--- config.mk ---
export PLATFORM = sky130hd
export DESIGN_NAME = cordic_vec_arbiter_flat
export DESIGN_NICKNAME = d
export VERILOG_FILES = /design/src/rtl/cordic_vec_arbiter_if.sv /design/src/rtl/cordic_vec_arbiter.sv /design/src/flat_wrapper.sv
export SDC_FILE = /design/constraint.sdc
export NUM_CORES = 1
export LEC_CHECK = 0
export BUFFER_PORTS_ARGS = -buffer_cell sky130_fd_sc_hd__buf_2
export CAP_MARGIN = 20
export CELL_PAD_IN_SITES_DETAIL_PLACEMENT = 1
export CELL_PAD_IN_SITES_GLOBAL_PLACEMENT = 1
export CORE_UTILIZATION = 35
export DETAILED_ROUTE_END_ITERATION = 10
export GPL_ROUTABILITY_DRIVEN = 0
export PLACE_DENSITY = 0.83
export SYNTH_ARGS = -nofsm -noshare
export SYNTH_HDL_FRONTEND = slang
export SYNTH_SLANG_ARGS = --single-unit
export TNS_END_PERCENT = 50
--- constraint.sdc ---
create_clock -name CLK -period 7.1 [get_ports CLK]
set_input_delay 0.71 -clock CLK [delete_from_list [all_inputs] [get_ports CLK]]
set_output_delay 0.71 -clock CLK [all_outputs]
set_load 0.05 [all_outputs]
--- src/rtl/cordic_vec_arbiter_if.sv ---
// rtl/cordic_vec_arbiter_if.sv - requester and CORDIC signal bundle for cordic_vec_arbiter
//
// Groups every non-clock signal of the arbiter.
//   slave  : the arbiter side (drives gnt/rsp_* /busy/cordic_in*/cordic_valid).
//   master : the environment side (requesters plus the CORDIC unit).
// Signals:
//   req[N_REQ]            request level per requester
//   req_x/req_y           flattened operands, requester i at [i*WORDLEN +: WORDLEN]
//   gnt[N_REQ]            one-hot grant pulse
//   rsp_valid[N_REQ]      one-hot response pulse
//   rsp_mag/rsp_theta     returned results
//   rsp_err               response produced by the timeout path
//   busy                  arbiter not idle
//   cordic_in1/in2/valid  issue side of the CORDIC
//   cordic_mag/theta/done completion side of the CORDIC
interface cordic_vec_arbiter_if #(
  parameter int WORDLEN = 16,
  parameter int N_REQ   = 4
);
  logic [N_REQ-1:0]         req;
  logic [N_REQ*WORDLEN-1:0] req_x;
  logic [N_REQ*WORDLEN-1:0] req_y;
  logic [N_REQ-1:0]         gnt;
  logic [N_REQ-1:0]         rsp_valid;
  logic [WORDLEN-1:0]       rsp_mag;
  logic [WORDLEN-1:0]       rsp_theta;
  logic                     rsp_err;
  logic                     busy;
  logic [WORDLEN-1:0]       cordic_in1;
  logic [WORDLEN-1:0]       cordic_in2;
  logic                     cordic_valid;
  logic [WORDLEN-1:0]       cordic_mag;
  logic [WORDLEN-1:0]       cordic_theta;
  logic                     cordic_done;

  modport slave (
    input  req, req_x, req_y, cordic_mag, cordic_theta, cordic_done,
    output gnt, rsp_valid, rsp_mag, rsp_theta, rsp_err, busy,
           cordic_in1, cordic_in2, cordic_valid
  );

  modport master (
    output req, req_x, req_y, cordic_mag, cordic_theta, cordic_done,
    input  gnt, rsp_valid, rsp_mag, rsp_theta, rsp_err, busy,
           cordic_in1, cordic_in2, cordic_valid
  );
endinterface

--- src/rtl/cordic_vec_arbiter.sv ---
// rtl/cordic_vec_arbiter.sv - round-robin sharing of one vectoring CORDIC between N_REQ requesters
//
// Ports:
//   CLK  rising-edge clock
//   RST  asynchronous active-high reset
//   bus  cordic_vec_arbiter_if.slave (requests/operands in, grants/responses out,
//        CORDIC issue outputs, CORDIC completion inputs)
// Flow: IDLE -> ISSUE -> WAIT -> RESP -> IDLE. All outputs come straight from flops.
// Optional: define CVA_TIMEOUT_EN to bound the WAIT state to TIMEOUT cycles; a
// timed-out transaction responds with mag = theta = 0 and rsp_err = 1. Without it
// WAIT has no bound and rsp_err is constant 0.
module cordic_vec_arbiter #(
  parameter int WORDLEN = 16,
  parameter int N_REQ   = 4,
  parameter int IDXLEN  = 2,
  parameter int TIMEOUT = 32,
  parameter int TOLEN   = 6
) (
  input  logic               CLK,
  input  logic               RST,
  cordic_vec_arbiter_if.slave bus
);

  localparam logic [1:0] S_IDLE  = 2'd0;
  localparam logic [1:0] S_ISSUE = 2'd1;
  localparam logic [1:0] S_WAIT  = 2'd2;
  localparam logic [1:0] S_RESP  = 2'd3;

  logic [1:0]         state_q, state_d;
  logic [IDXLEN-1:0]  sel_q, sel_d;
  logic [IDXLEN-1:0]  last_q, last_d;
  logic [N_REQ-1:0]   gnt_q, gnt_d;
  logic [N_REQ-1:0]   rsp_valid_q, rsp_valid_d;
  logic [WORDLEN-1:0] rsp_mag_q, rsp_mag_d;
  logic [WORDLEN-1:0] rsp_theta_q, rsp_theta_d;
  logic               busy_q, busy_d;
  logic [WORDLEN-1:0] cordic_in1_q, cordic_in1_d;
  logic [WORDLEN-1:0] cordic_in2_q, cordic_in2_d;
  logic               cordic_valid_q, cordic_valid_d;

`ifdef CVA_TIMEOUT_EN
  logic               rsp_err_q, rsp_err_d;
  logic [TOLEN-1:0]   to_cnt_q, to_cnt_d;
`else
  logic               unused_cfg;
  assign unused_cfg = ^{TIMEOUT, TOLEN};
`endif

  // Round-robin pick: first set req bit strictly after last_q, wrapping.
  logic               found;
  logic [IDXLEN-1:0]  cand;
  logic [IDXLEN-1:0]  pick;
  logic [WORDLEN-1:0] x_pick, y_pick;

  always_comb begin
    found = 1'b0;
    cand  = '0;
    pick  = last_q;
    for (int k = 1; k <= N_REQ; k++) begin
      cand = IDXLEN'((int'(last_q) + k) % N_REQ);
      if (!found && bus.req[cand]) begin
        pick  = cand;
        found = 1'b1;
      end
    end
    x_pick = '0;
    y_pick = '0;
    for (int i = 0; i < N_REQ; i++) begin
      if (pick == IDXLEN'(i)) begin
        x_pick = bus.req_x[i*WORDLEN +: WORDLEN];
        y_pick = bus.req_y[i*WORDLEN +: WORDLEN];
      end
    end
  end

  always_comb begin
    state_d        = state_q;
    sel_d          = sel_q;
    last_d         = last_q;
    gnt_d          = '0;
    rsp_valid_d    = '0;
    rsp_mag_d      = rsp_mag_q;
    rsp_theta_d    = rsp_theta_q;
    cordic_in1_d   = cordic_in1_q;
    cordic_in2_d   = cordic_in2_q;
    cordic_valid_d = 1'b0;
`ifdef CVA_TIMEOUT_EN
    rsp_err_d      = rsp_err_q;
    to_cnt_d       = to_cnt_q;
`endif
    case (state_q)
      S_IDLE: begin
        if (found) begin
          sel_d        = pick;
          cordic_in1_d = x_pick;
          cordic_in2_d = y_pick;
          gnt_d        = N_REQ'(1) << pick;
          state_d      = S_ISSUE;
        end
      end
      S_ISSUE: begin
        // cordic_valid_q rises on the first WAIT cycle, one cycle after gnt.
        cordic_valid_d = 1'b1;
        state_d        = S_WAIT;
`ifdef CVA_TIMEOUT_EN
        to_cnt_d       = '0;
`endif
      end
      S_WAIT: begin
        if (bus.cordic_done) begin
          rsp_mag_d   = bus.cordic_mag;
          rsp_theta_d = bus.cordic_theta;
          rsp_valid_d = N_REQ'(1) << sel_q;
          state_d     = S_RESP;
`ifdef CVA_TIMEOUT_EN
          rsp_err_d   = 1'b0;
`endif
        end
`ifdef CVA_TIMEOUT_EN
        // to_cnt_q counts completed WAIT cycles; this is the TIMEOUT-th one.
        // A done in this same cycle was handled above and takes priority.
        else if (to_cnt_q == TOLEN'(TIMEOUT - 1)) begin
          rsp_mag_d   = '0;
          rsp_theta_d = '0;
          rsp_err_d   = 1'b1;
          rsp_valid_d = N_REQ'(1) << sel_q;
          state_d     = S_RESP;
        end else begin
          to_cnt_d = to_cnt_q + TOLEN'(1);
        end
`endif
      end
      default: begin
        // RESP: the gap back through IDLE keeps the CORDIC idle before reissue.
        last_d  = sel_q;
        state_d = S_IDLE;
      end
    endcase
    busy_d = (state_d != S_IDLE);
  end

  always_ff @(posedge CLK or posedge RST) begin
    if (RST) begin
      state_q        <= S_IDLE;
      sel_q          <= '0;
      last_q         <= IDXLEN'(N_REQ - 1);
      gnt_q          <= '0;
      rsp_valid_q    <= '0;
      rsp_mag_q      <= '0;
      rsp_theta_q    <= '0;
      busy_q         <= 1'b0;
      cordic_in1_q   <= '0;
      cordic_in2_q   <= '0;
      cordic_valid_q <= 1'b0;
    end else begin
      state_q        <= state_d;
      sel_q          <= sel_d;
      last_q         <= last_d;
      gnt_q          <= gnt_d;
      rsp_valid_q    <= rsp_valid_d;
      rsp_mag_q      <= rsp_mag_d;
      rsp_theta_q    <= rsp_theta_d;
      busy_q         <= busy_d;
      cordic_in1_q   <= cordic_in1_d;
      cordic_in2_q   <= cordic_in2_d;
      cordic_valid_q <= cordic_valid_d;
    end
  end

`ifdef CVA_TIMEOUT_EN
  always_ff @(posedge CLK or posedge RST) begin
    if (RST) begin
      rsp_err_q <= 1'b0;
      to_cnt_q  <= '0;
    end else begin
      rsp_err_q <= rsp_err_d;
      to_cnt_q  <= to_cnt_d;
    end
  end
  assign bus.rsp_err = rsp_err_q;
`else
  assign bus.rsp_err = 1'b0;
`endif

  assign bus.gnt          = gnt_q;
  assign bus.rsp_valid    = rsp_valid_q;
  assign bus.rsp_mag      = rsp_mag_q;
  assign bus.rsp_theta    = rsp_theta_q;
  assign bus.busy         = busy_q;
  assign bus.cordic_in1   = cordic_in1_q;
  assign bus.cordic_in2   = cordic_in2_q;
  assign bus.cordic_valid = cordic_valid_q;

endmodule

--- src/flat_wrapper.sv ---
// flat-port wrapper written by rule: the top's interface ports become plain ports
module cordic_vec_arbiter_flat 
#(
  parameter int WORDLEN = 16,
  parameter int N_REQ   = 4,
  parameter int IDXLEN  = 2,
  parameter int TIMEOUT = 32,
  parameter int TOLEN   = 6
)
  (CLK, RST, bus_req, bus_req_x, bus_req_y, bus_cordic_mag, bus_cordic_theta, bus_cordic_done, bus_gnt, bus_rsp_valid, bus_rsp_mag, bus_rsp_theta, bus_rsp_err, bus_busy, bus_cordic_in1, bus_cordic_in2, bus_cordic_valid);
  cordic_vec_arbiter_if #(.WORDLEN(WORDLEN), .N_REQ(N_REQ)) bus_i ();
  input  logic CLK;
  input  logic RST;
  input wire logic [$bits(bus_i.req)-1:0] bus_req;
  input wire logic [$bits(bus_i.req_x)-1:0] bus_req_x;
  input wire logic [$bits(bus_i.req_y)-1:0] bus_req_y;
  input wire logic [$bits(bus_i.cordic_mag)-1:0] bus_cordic_mag;
  input wire logic [$bits(bus_i.cordic_theta)-1:0] bus_cordic_theta;
  input wire logic [$bits(bus_i.cordic_done)-1:0] bus_cordic_done;
  output wire logic [$bits(bus_i.gnt)-1:0] bus_gnt;
  output wire logic [$bits(bus_i.rsp_valid)-1:0] bus_rsp_valid;
  output wire logic [$bits(bus_i.rsp_mag)-1:0] bus_rsp_mag;
  output wire logic [$bits(bus_i.rsp_theta)-1:0] bus_rsp_theta;
  output wire logic [$bits(bus_i.rsp_err)-1:0] bus_rsp_err;
  output wire logic [$bits(bus_i.busy)-1:0] bus_busy;
  output wire logic [$bits(bus_i.cordic_in1)-1:0] bus_cordic_in1;
  output wire logic [$bits(bus_i.cordic_in2)-1:0] bus_cordic_in2;
  output wire logic [$bits(bus_i.cordic_valid)-1:0] bus_cordic_valid;
  assign bus_i.req = bus_req;
  assign bus_i.req_x = bus_req_x;
  assign bus_i.req_y = bus_req_y;
  assign bus_i.cordic_mag = bus_cordic_mag;
  assign bus_i.cordic_theta = bus_cordic_theta;
  assign bus_i.cordic_done = bus_cordic_done;
  assign bus_gnt = bus_i.gnt;
  assign bus_rsp_valid = bus_i.rsp_valid;
  assign bus_rsp_mag = bus_i.rsp_mag;
  assign bus_rsp_theta = bus_i.rsp_theta;
  assign bus_rsp_err = bus_i.rsp_err;
  assign bus_busy = bus_i.busy;
  assign bus_cordic_in1 = bus_i.cordic_in1;
  assign bus_cordic_in2 = bus_i.cordic_in2;
  assign bus_cordic_valid = bus_i.cordic_valid;
  cordic_vec_arbiter #(.WORDLEN(WORDLEN), .N_REQ(N_REQ), .IDXLEN(IDXLEN), .TIMEOUT(TIMEOUT), .TOLEN(TOLEN)) u_core (.CLK(CLK), .RST(RST), .bus(bus_i));
endmodule
==> reports/results.txt <==
max-slew headroom at the worst pin: 27.2%
antenna violations before repair: 0
crit path capture type: flop
launch instance of the worst register-to-register path: u_core.last_q[0]
area of the placeable core: 11,600 um^2
detailed-route wire length: 13.8 mm
area of the mapped netlist: 4220 um^2
Slew @ Worst Pin: 1.09 ns
overall overflow remaining after global route: 0
io pins: 242
capture instance of the worst register-to-register path: u_core.bus.cordic_in2[7]
total CTS buffers: 9
Max-Cap Viols: 0
share of the clock period used by the worst path: 40.8%
Total Die Area: 12,500 um^2
CTS root buffer: sky130_fd_sc_hd__clkbuf_16
pin count of the biggest net entering global routing: 53
clock tree from TritonCTS: done
worst reg-to-reg setup slack: 4.20 ns
average wire length per cell after detail routing: 18.9 um
Post-CTS Repair Setup Buffers: 0
number of gates given a new drive strength after cts: 0
Critical Path Start Type: flop
top cells by area, synth: sky130_fd_sc_hd__dfrtp_1 (46%), sky130_fd_sc_hd__mux2_2 (9.1%), sky130_fd_sc_hd__mux2i_1 (7.4%)
Residual DRC: 15
cell count after placement: 717
power density cells: 526 nW/um^2
WP data required: 7.28 ns
total count of hold-check failures in the final report: 0
leading register cell type out of synthesis: sky130_fd_sc_hd__dfrtp_1
vias per inst: 5.31
Tightest Hold Check Type: in2async
DP Wirelength: 10.5 mm
ratio of cells with drive above 1 in the final layout: 58.3%
hold-fix buffer count after cts: 0
final critical delay including setup and external delays: 2.90 ns
Max Buffers Root-to-Sink: 2
final net count: 756
YS warnings: 0
violations in the final reports: DRC
cell types with the highest counts after synthesis: sky130_fd_sc_hd__dfrtp_1 (78), sky130_fd_sc_hd__mux2_2 (34), sky130_fd_sc_hd__mux2i_1 (31)
count of inserted antenna diode cells: 0
Synthesized Nets: 531
count of state elements after synthesis: 80
startpoint of the most critical setup path: u_core.last_q[0]
global-route usage over all layers: 22.7%
achievable clock frequency: 345 MHz
CTS sink count: 80
non-filler cells in the finished layout: 733
first-iteration detailed-routing DRC count: 211
Pleak: 0.00295 uW
number of placement rows: 39
first-pass GRT wire length: 22.2 mm
Post-Syn Instances: 360
count of endpoints failing setup in the final report: 0
number of library cell types mapped by synthesis: 45
number of routed nets with antenna violations: 0
total via count after detailed routing: 3,892
Final Skew: 0.00472 ns
number of iterations in the first detailed-routing pass: 7
Filler Cell Count: 1,354
Placement Cell Area: 5530 um^2
total of buffers placed on input and output ports: 240
maximum level of the CTS H-tree: 3
clock network latency to the later pin of the worst-skew pair: 0.33 ns
cell with the most instances after synthesis: sky130_fd_sc_hd__dfrtp_1
outcome: finished with violations
fraction of post-synthesis cell area in the top cell type by area: 46.2%
worst reg2reg path depth: 6
Final Cell Area: 5800 um^2
clock transition at the registers of the reported paths: 0.06 ns
die outline height: 112 um
fraction of synthesis flops using an asynchronous set or reset pin: 100%
overall power consumption: 3060 uW
Final Util: 50.2%
worst ir drop on vdd: 0.178 mV
post-synthesis to final-layout area growth: 37.5%
data arrival time of the critical path: 3.08 ns
leading area contributor after synthesis: sky130_fd_sc_hd__dfrtp_1
Worst Setup Path Type: reg2reg
number of enable flip-flop cells after synthesis: 0
max-slew violation count: 0
termination of the worst setup path: u_core.bus.cordic_in2[7]
sequential share of the synthesized area: 47.5%
via count of the first global-routing pass: 4,230
die width: 112 um
worst-path maximum fanout: 22
unrepaired setup endpoints after global routing: no
final-layout setup total negative slack: 0 ns
Mean Syn Cell Area: 11.7 um^2
Initial Utilization: 36.5%
## where the power goes
part / switching [uW] / internal [uW] / leakage, uW
clock network: 187 / 247 / 0.000133
registers: 127 / 679 / 0.000977
logic: 1250 / 564 / 0.00184
total: 1560 / 1490 / 0.00295
## critical path, cell delays in order (launching register included)
cell	delay [ns]
sky130_fd_sc_hd__dfstp_2	0.60
sky130_fd_sc_hd__nand2b_1	0.16
sky130_fd_sc_hd__a21o_1	0.61
sky130_fd_sc_hd__nand3_2	0.65
sky130_fd_sc_hd__buf_16	0.40
sky130_fd_sc_hd__mux2i_1	0.23
sky130_fd_sc_hd__o211ai_2	0.09
## final cells by class
class / count / area, um^2 / area share, %
Tap cell: 143 / 179 / 3.08
Multi-Input combinational cell: 244 / 2050 / 35.4
Clock inverter: 4 / 30.0 / 0.517
Timing Repair Buffer: 247 / 1280 / 22.0
Clock buffer: 12 / 246 / 4.25
Sequential cell: 80 / 2000 / 34.5
Inverter: 3 / 12.5 / 0.216
## routing by layer
metal | up-vias | routed length (um) | GRT usage (%)
met5 | - | 0 | 0
met4 | 0 | 218 | 7.21
met3 | 18 | 872 | 5.50
met2 | 155 | 7270 | 40.5
met1 | 1899 | 5460 | 26.7
li1 | 1820 | - | -
## cells by family after synthesis
| family | after synthesis | synth area share, % |
|---|---|---|
| buffers and inverters | 36 | 4.21 |
| other | 1 | 0.0888 |
| multiplexers | 65 | 16.4 |
| adder cells (fa/ha/maj) | 4 | 1.19 |
| flip-flops | 80 | 47.5 |
| AO/OA/AOI/OAI | 102 | 21.5 |
| AND/OR/NAND/NOR | 72 | 9.16 |
## flip-flops by register name, summed over array words and instances (netlist names)
name	count
u_core.last_q	2
u_core.bus.rsp_valid	4
u_core.state_q	2
u_core.bus.rsp_theta	16
u_core.bus.cordic_in2	16
u_core.bus.cordic_valid	1
u_core.bus.cordic_in1	16
u_core.sel_q	2
u_core.bus.busy	1
u_core.bus.gnt	4
u_core.bus.rsp_mag	16
## per-stage QoR
stage / hold slack (ns) / setup slack (ns)
finish: 0.393 / 4.20
global route: 0.442 / 4.00
CTS: 0.410 / 4.16
detailed placement: 0.474 / 3.83
global placement: 0.466 / 3.72
floorplan: 0.471 / 4.34
## placed cells by master, fill, tap and decap left out, drive strengths merged, types with 4 or more instances in the layout
cell type | Yosys | final
o211ai | 21 | 21
dfrtp | 78 | 78
ha | 4 | 4
a21oi | 5 | 5
nor2 | 5 | 5
o21ai | 15 | 15
o31ai | 22 | 22
clkbuf | 14 | 12
a222oi | 10 | 10
nand4 | 21 | 21
mux2 | 34 | 34
buf | 19 | 247
clkinv | 0 | 4
a21bo | 21 | 21
nand2 | 26 | 26
mux2i | 31 | 31
## worst min-delay path by stage
stage | slack (ns) | start | endpoint
finish | 0.39 | RST | u_core.bus.rsp_theta[7]
global route | 0.44 | RST | u_core.bus.gnt[2]
CTS | 0.41 | RST | u_core.bus.rsp_theta[7]
detailed placement | 0.47 | u_core.bus.cordic_in1[13] | u_core.bus.cordic_in1[13]
global placement | 0.47 | u_core.bus.cordic_in1[5] | u_core.bus.cordic_in1[5]
floorplan | 0.47 | u_core.sel_q[0] | u_core.bus.rsp_valid[0]
Note: power is estimated with default switching activity, not from simulation.
